$ cat config.mk
export PLATFORM = sky130hd
export DESIGN_NAME = rtc_bus_arbiter
export DESIGN_NICKNAME = d
export VERILOG_FILES = /design/src/rtl/rtc_bus_arbiter_pkg.sv /design/src/rtl/rtc_bus_arbiter_rr_pick.sv /design/src/rtl/rtc_bus_arbiter.sv
export SDC_FILE = /design/constraint.sdc
export NUM_CORES = 1
export LEC_CHECK = 0
export CORE_ASPECT_RATIO = 0.75
export CORE_UTILIZATION = 35
export CTS_BUF_LIST = sky130_fd_sc_hd__clkbuf_8
export CTS_CLUSTER_SIZE = 16
export DETAILED_ROUTE_END_ITERATION = 12
export PLACE_DENSITY = 0.67
export SYNTH_ARGS = -nofsm -noshare
export SYNTH_HDL_FRONTEND = slang
export SYNTH_SLANG_ARGS = --single-unit
$ cat constraint.sdc
create_clock -name Clock -period 3.9 [get_ports Clock]
set_clock_uncertainty 0.05 [all_clocks]
set_input_delay 0.975 -clock Clock [delete_from_list [all_inputs] [get_ports Clock]]
set_output_delay 0.975 -clock Clock [all_outputs]
set_load 0.005 [all_outputs]
$ cat src/rtl/rtc_bus_arbiter_pkg.sv
// Shared constants for the RTC bus arbiter: bus width, default phase length
// and the 3-bit state encoding.
package rtc_bus_pkg;

   localparam int RTC_DW          = 8;
   localparam int RTC_T_PHASE_DEF = 4;

   localparam logic [2:0] ST_IDLE        = 3'd0;
   localparam logic [2:0] ST_ADDR_SETUP  = 3'd1;
   localparam logic [2:0] ST_ADDR_STROBE = 3'd2;
   localparam logic [2:0] ST_ADDR_HOLD   = 3'd3;
   localparam logic [2:0] ST_DATA_SETUP  = 3'd4;
   localparam logic [2:0] ST_DATA_STROBE = 3'd5;
   localparam logic [2:0] ST_DATA_HOLD   = 3'd6;
   localparam logic [2:0] ST_DONE        = 3'd7;

   typedef enum logic [2:0] {
      S_IDLE        = ST_IDLE,
      S_ADDR_SETUP  = ST_ADDR_SETUP,
      S_ADDR_STROBE = ST_ADDR_STROBE,
      S_ADDR_HOLD   = ST_ADDR_HOLD,
      S_DATA_SETUP  = ST_DATA_SETUP,
      S_DATA_STROBE = ST_DATA_STROBE,
      S_DATA_HOLD   = ST_DATA_HOLD,
      S_DONE        = ST_DONE
   } rtc_state_t;

endpackage

$ cat src/rtl/rtc_bus_arbiter_rr_pick.sv
// One-hot requester selector: round-robin from i_ptr, or lowest index wins
// when RTC_ARB_FIXED_PRIO_EN is defined.
module rtc_rr_pick #(
   parameter int NREQ = 3,
   parameter int PW   = (NREQ > 1) ? $clog2(NREQ) : 1
) (
   input  logic [NREQ-1:0] i_req,
   input  logic [PW-1:0]   i_ptr,
   output logic [NREQ-1:0] o_win
);

   logic w_found;

`ifdef RTC_ARB_FIXED_PRIO_EN
   wire w_unused_ptr = ^i_ptr;

   always_comb begin
      o_win   = '0;
      w_found = 1'b0;
      for (int i = 0; i < NREQ; i++) begin
         if (!w_found && i_req[i]) begin
            o_win[i] = 1'b1;
            w_found  = 1'b1;
         end
      end
   end
`else
   // Search offset k from the pointer; the first requester found at offset k wins.
   always_comb begin
      o_win   = '0;
      w_found = 1'b0;
      for (int k = 0; k < NREQ; k++) begin
         for (int i = 0; i < NREQ; i++) begin
            if (!w_found && i_req[i] && (((int'(i_ptr) + k) % NREQ) == i)) begin
               o_win[i] = 1'b1;
               w_found  = 1'b1;
            end
         end
      end
   end
`endif

endmodule

$ cat src/rtl/rtc_bus_arbiter.sv
// Arbitrates NREQ requesters onto the multiplexed RTC bus and runs one address+data cycle.
// Req is a level sampled in IDLE; once granted the cycle always completes and Listo pulses once.
module rtc_bus_arbiter
   import rtc_bus_pkg::*;
#(
   parameter int NREQ    = 3,
   parameter int T_PHASE = RTC_T_PHASE_DEF
) (
   input  logic                     Clock,
   input  logic                     Reset,
   input  logic [NREQ-1:0]          Req,
   input  logic [NREQ-1:0]          Wr_Req,
   input  logic [RTC_DW*NREQ-1:0]   Dir_In,
   input  logic [RTC_DW*NREQ-1:0]   Dato_In,
   output logic [NREQ-1:0]          Grant,
   output logic [NREQ-1:0]          Listo,
   output logic [RTC_DW-1:0]        Dato_Leido,
   output logic [RTC_DW-1:0]        Bus_Out,
   output logic                     Bus_Oe,
   input  logic [RTC_DW-1:0]        Bus_In,
   output logic                     AD,
   output logic                     RD,
   output logic                     WR,
   output logic                     CS,
   output logic [2:0]               Dbg_State
);

   localparam int PW = (NREQ > 1) ? $clog2(NREQ) : 1;
   localparam int CW = (T_PHASE > 1) ? $clog2(T_PHASE) : 1;

   rtc_state_t        r_state, w_next;
   logic [CW-1:0]     r_cnt;
   logic [PW-1:0]     r_ptr;
   logic [NREQ-1:0]   r_win;
   logic [RTC_DW-1:0] r_addr, r_data, r_rcap, r_dato;
   logic              r_wr;

   logic [NREQ-1:0]   w_pick;
   logic [RTC_DW-1:0] w_sel_addr, w_sel_data;
   logic              w_sel_wr;
   logic [PW-1:0]     w_win_idx, w_ptr_nxt;
   logic              w_phase_end;

   rtc_rr_pick #(.NREQ(NREQ), .PW(PW)) u_pick (
      .i_req (Req),
      .i_ptr (r_ptr),
      .o_win (w_pick)
   );

   always_comb begin
      w_sel_addr = '0;
      w_sel_data = '0;
      w_sel_wr   = 1'b0;
      for (int i = 0; i < NREQ; i++) begin
         if (w_pick[i]) begin
            w_sel_addr = Dir_In[RTC_DW*i +: RTC_DW];
            w_sel_data = Dato_In[RTC_DW*i +: RTC_DW];
            w_sel_wr   = Wr_Req[i];
         end
      end
   end

   always_comb begin
      w_win_idx = '0;
      for (int i = 0; i < NREQ; i++) begin
         if (r_win[i]) w_win_idx = PW'(i);
      end
   end

   assign w_ptr_nxt   = (w_win_idx == PW'(NREQ - 1)) ? '0 : w_win_idx + PW'(1);
   assign w_phase_end = (r_cnt == CW'(T_PHASE - 1));

   always_comb begin
      w_next = r_state;
      case (r_state)
         S_IDLE:        if (|Req)       w_next = S_ADDR_SETUP;
         S_ADDR_SETUP:  if (w_phase_end) w_next = S_ADDR_STROBE;
         S_ADDR_STROBE: if (w_phase_end) w_next = S_ADDR_HOLD;
         S_ADDR_HOLD:   if (w_phase_end) w_next = S_DATA_SETUP;
         S_DATA_SETUP:  if (w_phase_end) w_next = S_DATA_STROBE;
         S_DATA_STROBE: if (w_phase_end) w_next = S_DATA_HOLD;
         S_DATA_HOLD:   if (w_phase_end) w_next = S_DONE;
         S_DONE:                         w_next = S_IDLE;
         default:                        w_next = S_IDLE;
      endcase
   end

   always_ff @(posedge Clock) begin
      if (Reset) begin
         r_state <= S_IDLE;
         r_cnt   <= '0;
         r_ptr   <= '0;
         r_win   <= '0;
         r_addr  <= '0;
         r_data  <= '0;
         r_wr    <= 1'b0;
         r_rcap  <= '0;
         r_dato  <= '0;
      end else begin
         r_state <= w_next;
         if (r_state == S_IDLE || r_state == S_DONE || w_phase_end) r_cnt <= '0;
         else                                                       r_cnt <= r_cnt + CW'(1);
         if (r_state == S_IDLE && |Req) begin
            r_win  <= w_pick;
            r_addr <= w_sel_addr;
            r_data <= w_sel_data;
            r_wr   <= w_sel_wr;
         end
         // Pad data is sampled at the end of the strobe but only published with Listo.
         if (r_state == S_DATA_STROBE && w_phase_end && !r_wr) r_rcap <= Bus_In;
         if (r_state == S_DATA_HOLD && w_phase_end && !r_wr)   r_dato <= r_rcap;
`ifdef RTC_ARB_FIXED_PRIO_EN
         r_ptr <= '0;
`else
         if (r_state == S_DONE) r_ptr <= w_ptr_nxt;
`endif
      end
   end

   always_comb begin
      CS      = 1'b1;
      AD      = 1'b1;
      RD      = 1'b1;
      WR      = 1'b1;
      Bus_Oe  = 1'b0;
      Bus_Out = '0;
      Grant   = '0;
      Listo   = '0;
      case (r_state)
         S_ADDR_SETUP, S_ADDR_STROBE, S_ADDR_HOLD: begin
            CS      = 1'b0;
            AD      = 1'b0;
            Bus_Oe  = 1'b1;
            Bus_Out = r_addr;
            Grant   = r_win;
            if (r_state == S_ADDR_STROBE) WR = 1'b0;
         end
         S_DATA_SETUP, S_DATA_STROBE, S_DATA_HOLD: begin
            CS    = 1'b0;
            Grant = r_win;
            if (r_wr) begin
               Bus_Oe  = 1'b1;
               Bus_Out = r_data;
            end
            if (r_state == S_DATA_STROBE) begin
               if (r_wr) WR = 1'b0;
               else      RD = 1'b0;
            end
         end
         S_DONE:  Listo = r_win;
         default: ;
      endcase
   end

   assign Dato_Leido = r_dato;
   assign Dbg_State  = r_state;

endmodule

Word level (Yosys, flattened, before mapping)
Cells that the tools add are included.
W data, S select, Z words.
- memories: 0
- bits in read-only memories: 0
- flip-flop bits (word level): 43
- bits in latches: 0
- RAM bits: 0
- shifts and indexed selects: 0
- add/subtract/negate cells: 4
- $lt $le $gt $ge: 0
- muxes and demuxes: 50
- bitwise operators: 0
- $mul: 0
- reductions and logical operators: 43
- equality and inequality tests: 22
- div/mod/pow operators: 3
- operators by type and width (kind ; count):
    $eq A32 B2 Y1 const B ; 3
    $eq A32 B3 Y1 const B ; 3
    $logic_not A32 Y1 ; 3
    $mod A32 B3 Y32 const B ; 2
    $mux W8 ; 7
    $mod A3 B3 Y32 const B ; 1
    $mux W1 ; 28
    $mux W3 ; 9
    $pmux W3 S8 ; 1
    $logic_and A1 B1 Y1 ; 22
    $pmux W8 S2 ; 1
    $ne A2 B2 Y1 const B ; 7
    $eq A3 B3 Y1 const B ; 4
    $logic_not A1 Y1 ; 9
    $reduce_or A3 Y1 ; 3
    $reduce_and A7 Y1 ; 1
    $eq A3 B2 Y1 const B ; 2
    $reduce_or A6 Y1 ; 1
    $add A2 B1 Y2 const B ; 2
    $eq A2 B2 Y1 const B ; 2
    $mux W2 ; 2
    $pmux W1 S2 ; 2
    $add A2 B1 Y3 const B ; 1
    $add A2 B2 Y3 const B ; 1
    other kinds (4) ; 5

Longest topological paths before layout
- depth in word-level cells: 37
- gate-level depth with buffers: 9
- mapped depth without buffers: 7

By module
A second synthesis with hierarchy kept.
- cells, all modules: 267
- area, all modules: 2336.0 um^2
- by module, submodules not included (module ; cells each ; times used ; area each (um^2)):
    rtc_bus_arbiter ; 252 ; 1 ; 2215.9
    rtc_rr_pick ; 15 ; 1 ; 120.1

Least setup slack after synthesis
Ideal clock, no wire load.
- path kind: reg-to-output
- start point: register r_state[1] (netlist: Dbg_State[1])
- end point: output port Bus_Oe
- path buffers: 2
- stages on the path, launching flop included: 6
- arrival: 1287 ps
- slack: 1588 ps
- required time: 2875 ps
- path through: dfxtp_1 buf_6 or2_1 buf_2 o21ai_1 nor2_1
- word-level cells in the longest chain between the ends: 3
- elaborated cells between the ends (all ways): 9
- ends and longest elaborated chain (what ; line ; text):
    start, declared ; rtc_bus_arbiter.sv:31 ; rtc_state_t r_state, w_next;
    start signal, assigned ; rtc_bus_arbiter.sv:100 ; r_state <= w_next;
    $eq A3 B3 Y1, or another cell as far along ; rtc_bus_arbiter.sv:129 ; case (r_state)
    $reduce_or A3 Y1 ; -- ;
    $pmux W1 S2 * ; rtc_bus_arbiter.sv:129 ;
    end, declared ; rtc_bus_arbiter.sv:19 ; output logic Bus_Oe,
Every way passes the cells marked *; elsewhere a longest branch is shown, timed or not.

Final worst setup path
- start point: register r_state[1] (netlist: Dbg_State[1])
- end point: output port Grant[0]
- word-level cells in the longest chain between the ends: 3
- elaborated cells between the ends (all ways): 8
- ends and longest elaborated chain (what ; line ; text):
    $eq A3 B3 Y1, or another cell as far along ; rtc_bus_arbiter.sv:129 ;
    $reduce_or A6 Y1 (no source line) * ; -- ;
    $mux W3 * ; rtc_bus_arbiter.sv:129 ;
    end, declared ; rtc_bus_arbiter.sv:15 ; output logic [NREQ-1:0] Grant,
Marked as above.

==> results by group <==
Status
  • Status: complete, no violations

Layout
  • Most common cell after layout, fill and taps aside: clkdlybuf4s50_1
  • Number of fill cells: 581
  • Fin nets: 409
  • Share of cells above drive strength 1: 9.38%
  • Ant diodes: 0
  • Most frequent cells in the layout: 93 x clkdlybuf4s50_1, 44 x nor2_1, 43 x dfxtp_1
  • Synth-to-layout area growth: 43.1%

GRT
  • Number of global-route vias before repair: 2,137
  • Grt ovf: 0
  • First-pass GRT wire length: 10.4 mm
  • GRT Overall Usage: 18.1%
  • Initial antenna violation count: 0
  • Largest net degree at the start of global routing: 40

Logic synthesis
  • Synth Flop Type: dfxtp_1
  • Synth Area in Adders: 1.59%
  • Main combinational cell family by area after synthesis: simple AND/OR/NAND/NOR gates
  • Post-Synth XOR/XNOR Area: 0%
  • Largest cells by area after synthesis: dfxtp_1 36%, mux2i_1 8.1%, nor2_1 7.0%, o32ai_2 6.2%, a221oi_2 5.7%
  • Post-synthesis compound-gate area fraction: 24.0%
  • Register area share after synthesis: 36.5%
  • EDFF count, synth: 0
  • Async SR Flop Fraction: 0%
  • Mux cell area share after synthesis: 8.06%
  • Gate Count Post-Synth: 259
  • Simple-gate share of the synthesized area: 24.2%
  • Synthesized area: 2360 µm²
  • YS warnings: 0
  • Synth top area share: 36.5%
  • Synthesis-stage register bit count: 43
  • Mean Syn Cell Area: 9.11 µm²
  • Distinct cells, synth: 39
  • Cell taking the most area after synthesis: dfxtp_1
  • Net Count, Synth: 326

Route
  • Vias: 2,191
  • Drt first pass iters: 4
  • Via/cell ratio: 5.19
  • ANT nets after route: 0
  • Initial DRC count: 88
  • WL/cell: 15.3 µm
  • Remaining DRCs: 0
  • DRT Wirelength: 6.44 mm

Min path
  • HP Start: r_cnt[0]
  • WHS Path Cells: 1
  • Endpoint, Worst Hold: r_cnt[0]
  • Worst Hold Class: flop to flop

Power
  • Total Power: 912 µW
  • Clock network power share: 28.0%
  • Combinational share of power: 20.7%
  • Seq pwr share: 51.3%
  • Switching Fraction: 24.9%
  • Int Power: 684 µW
  • Leak: 0.00114 µW
  • Maximum VDD drop: 0.000123 V
  • Power Density: 270 nW/µm²
  • Switch Pwr: 227 µW

Setup path
  • WS Path Type: flop to output port
  • Startpoint types: flop
  • Worst R2R Start: Dbg_State[1]
  • R2R setup slack: 1360 ps
  • WP data arrival: 2340 ps
  • Critical path endpoint category: output port
  • Reg2reg end: r_data[3]
  • R2R depth: 5
  • Worst EP required: 2870 ps
  • Max FO, Critical Path: 11

Timing
  • Final period util: 86.3%
  • Setup TNS: 0 ps
  • Fin. Hold Viols: 0
  • Slew of the pin with the lowest slew margin: 1070 ps
  • Clock period minus worst slack: 3370 ps
  • Final setup vio count: 0
  • Max Fclk: 0.297 GHz
  • Slew Limit Headroom: 28.7%
  • Slew Viols, Final: 0
  • RSZ-0062 raised after global routing: false

Place
  • Final GP Congestion: 0.723
  • Post-DP HPWL: 4.69 mm
  • Port buffer count: 93

Clocking
  • H-tree level count: 2
  • Resize count post-CTS: 0
  • Hold Buf Count CTS: 0
  • Setup Buffers After CTS: 0
  • Max Root-Sink Buffers: 2
  • Clock sink total: 43
  • CTS Buf Count: 5
  • Skew-Pair Late Insertion Delay: 290 ps
  • CTS tree: done
  • Clock transition at path regs: 70 ps
  • Root Driver: clkbuf_8

Flow run
  • Maxcap violations: 0

Floorplan
  • Die W: 96.8 µm
  • FP Rows: 25
  • Starting Density: 36.8%
  • Core Area: 6410 µm²
  • Full die area: 7080 µm²
  • DIE HEIGHT: 73.1 µm
  • I/O pins: 94
[worst max-delay path by stage]
stage / end / slack (ps) / start
2_1_floorplan: Bus_Oe / 1590 / Dbg_State[1]
3_3_place_gp: r_addr[1] / 660 / Req[0]
3_5_place_dp: r_data[3] / 600 / Req[0]
4_1_cts: Grant[0] / 520 / Dbg_State[1]
5_1_grt: Grant[0] / 360 / Dbg_State[1]
6_report: Grant[0] / 530 / Dbg_State[1]
[worst max-delay path, stage by stage, from the launching register on]
cell and delay (ps):
dfxtp_1 530, or2_1 460, o21ai_1 310, nor2b_1 230, clkdlybuf4s50_1 520
[state kept, by name, indices dropped and copies added (netlist names)]
signal and flops:
r_wr 1, r_data 8, r_cnt 2, Dbg_State 3
Dato_Leido 8, r_ptr 2, r_rcap 8, r_win 3
r_addr 8
[layer usage]
| metal | global-route usage, % | wire length, µm | vias up |
|---|---|---|---|
| met5 | 0 | 0 | - |
| met4 | 4.64 | 31 | 0 |
| met3 | 4.21 | 460 | 4 |
| met2 | 26.7 | 2730 | 81 |
| met1 | 26.6 | 3230 | 1006 |
| li1 | - | - | 1100 |
[cell families (layout without fill, tap and decap cells)]
| kind of cell | after synthesis | in the layout |
|---|---|---|
| adder cells (fa/ha/maj) | 3 | 3 |
| AO/OA/AOI/OAI | 55 | 55 |
| AND/OR/NAND/NOR | 115 | 115 |
| flip-flops | 43 | 43 |
| buffers and inverters | 24 | 106 |
| multiplexers | 19 | 19 |
[cell usage after synthesis, types with 2 or more instances]
master / count
a21oi_1: 5
a221oi_1: 8
a221oi_2: 9
and2_1: 4
and3_1: 2
buf_1: 2
buf_2: 9
buf_6: 4
clkbuf_1: 5
dfxtp_1: 43
ha_1: 3
inv_1: 3
mux2i_1: 19
nand2_1: 23
nand2b_1: 21
nand3_1: 2
nor2_1: 44
nor2b_1: 7
nor3_1: 2
o21ai_1: 2
o22ai_1: 9
o32ai_1: 8
o32ai_2: 9
[through the flow]
step / setup WS (ps) / cells / hold slack [ps] / util (%) / cell area, µm²
6_report: 535 / 422 / 393 / 52.7 / 3380
5_1_grt: 362 / 422 / 406 / 52.7 / 3380
4_1_cts: 520 / 422 / 392 / 52.7 / 3380
3_5_place_dp: 596 / 416 / 382 / 51.5 / 3300
3_3_place_gp: 657 / 416 / 366 / 51.5 / 3300
2_1_floorplan: 1590 / 259 / 358 / - / 2360
[final cells by class]
cell class | count | area [µm²] | area share (%)
multi-input cells | 192 | 1370 | 40.6
repair buffers | 97 | 961 | 28.5
flip-flops and latches | 43 | 861 | 25.5
well taps | 81 | 101 | 3.00
clock buffers | 5 | 68.8 | 2.04
inverters | 3 | 11.3 | 0.333
clock inverters | 1 | 3.75 | 0.111
[power groups by stage]
stage          registers [µW]  logic [µW]  clock network (µW)
2_1_floorplan             473        93.6                   0
3_3_place_gp              478         188                   0
3_5_place_dp              478         190                   0
4_1_cts                   468         190                 263
5_1_grt                   470         202                 282
6_report                  468         189                 255
Note: power is estimated with default switching activity, not from simulation.
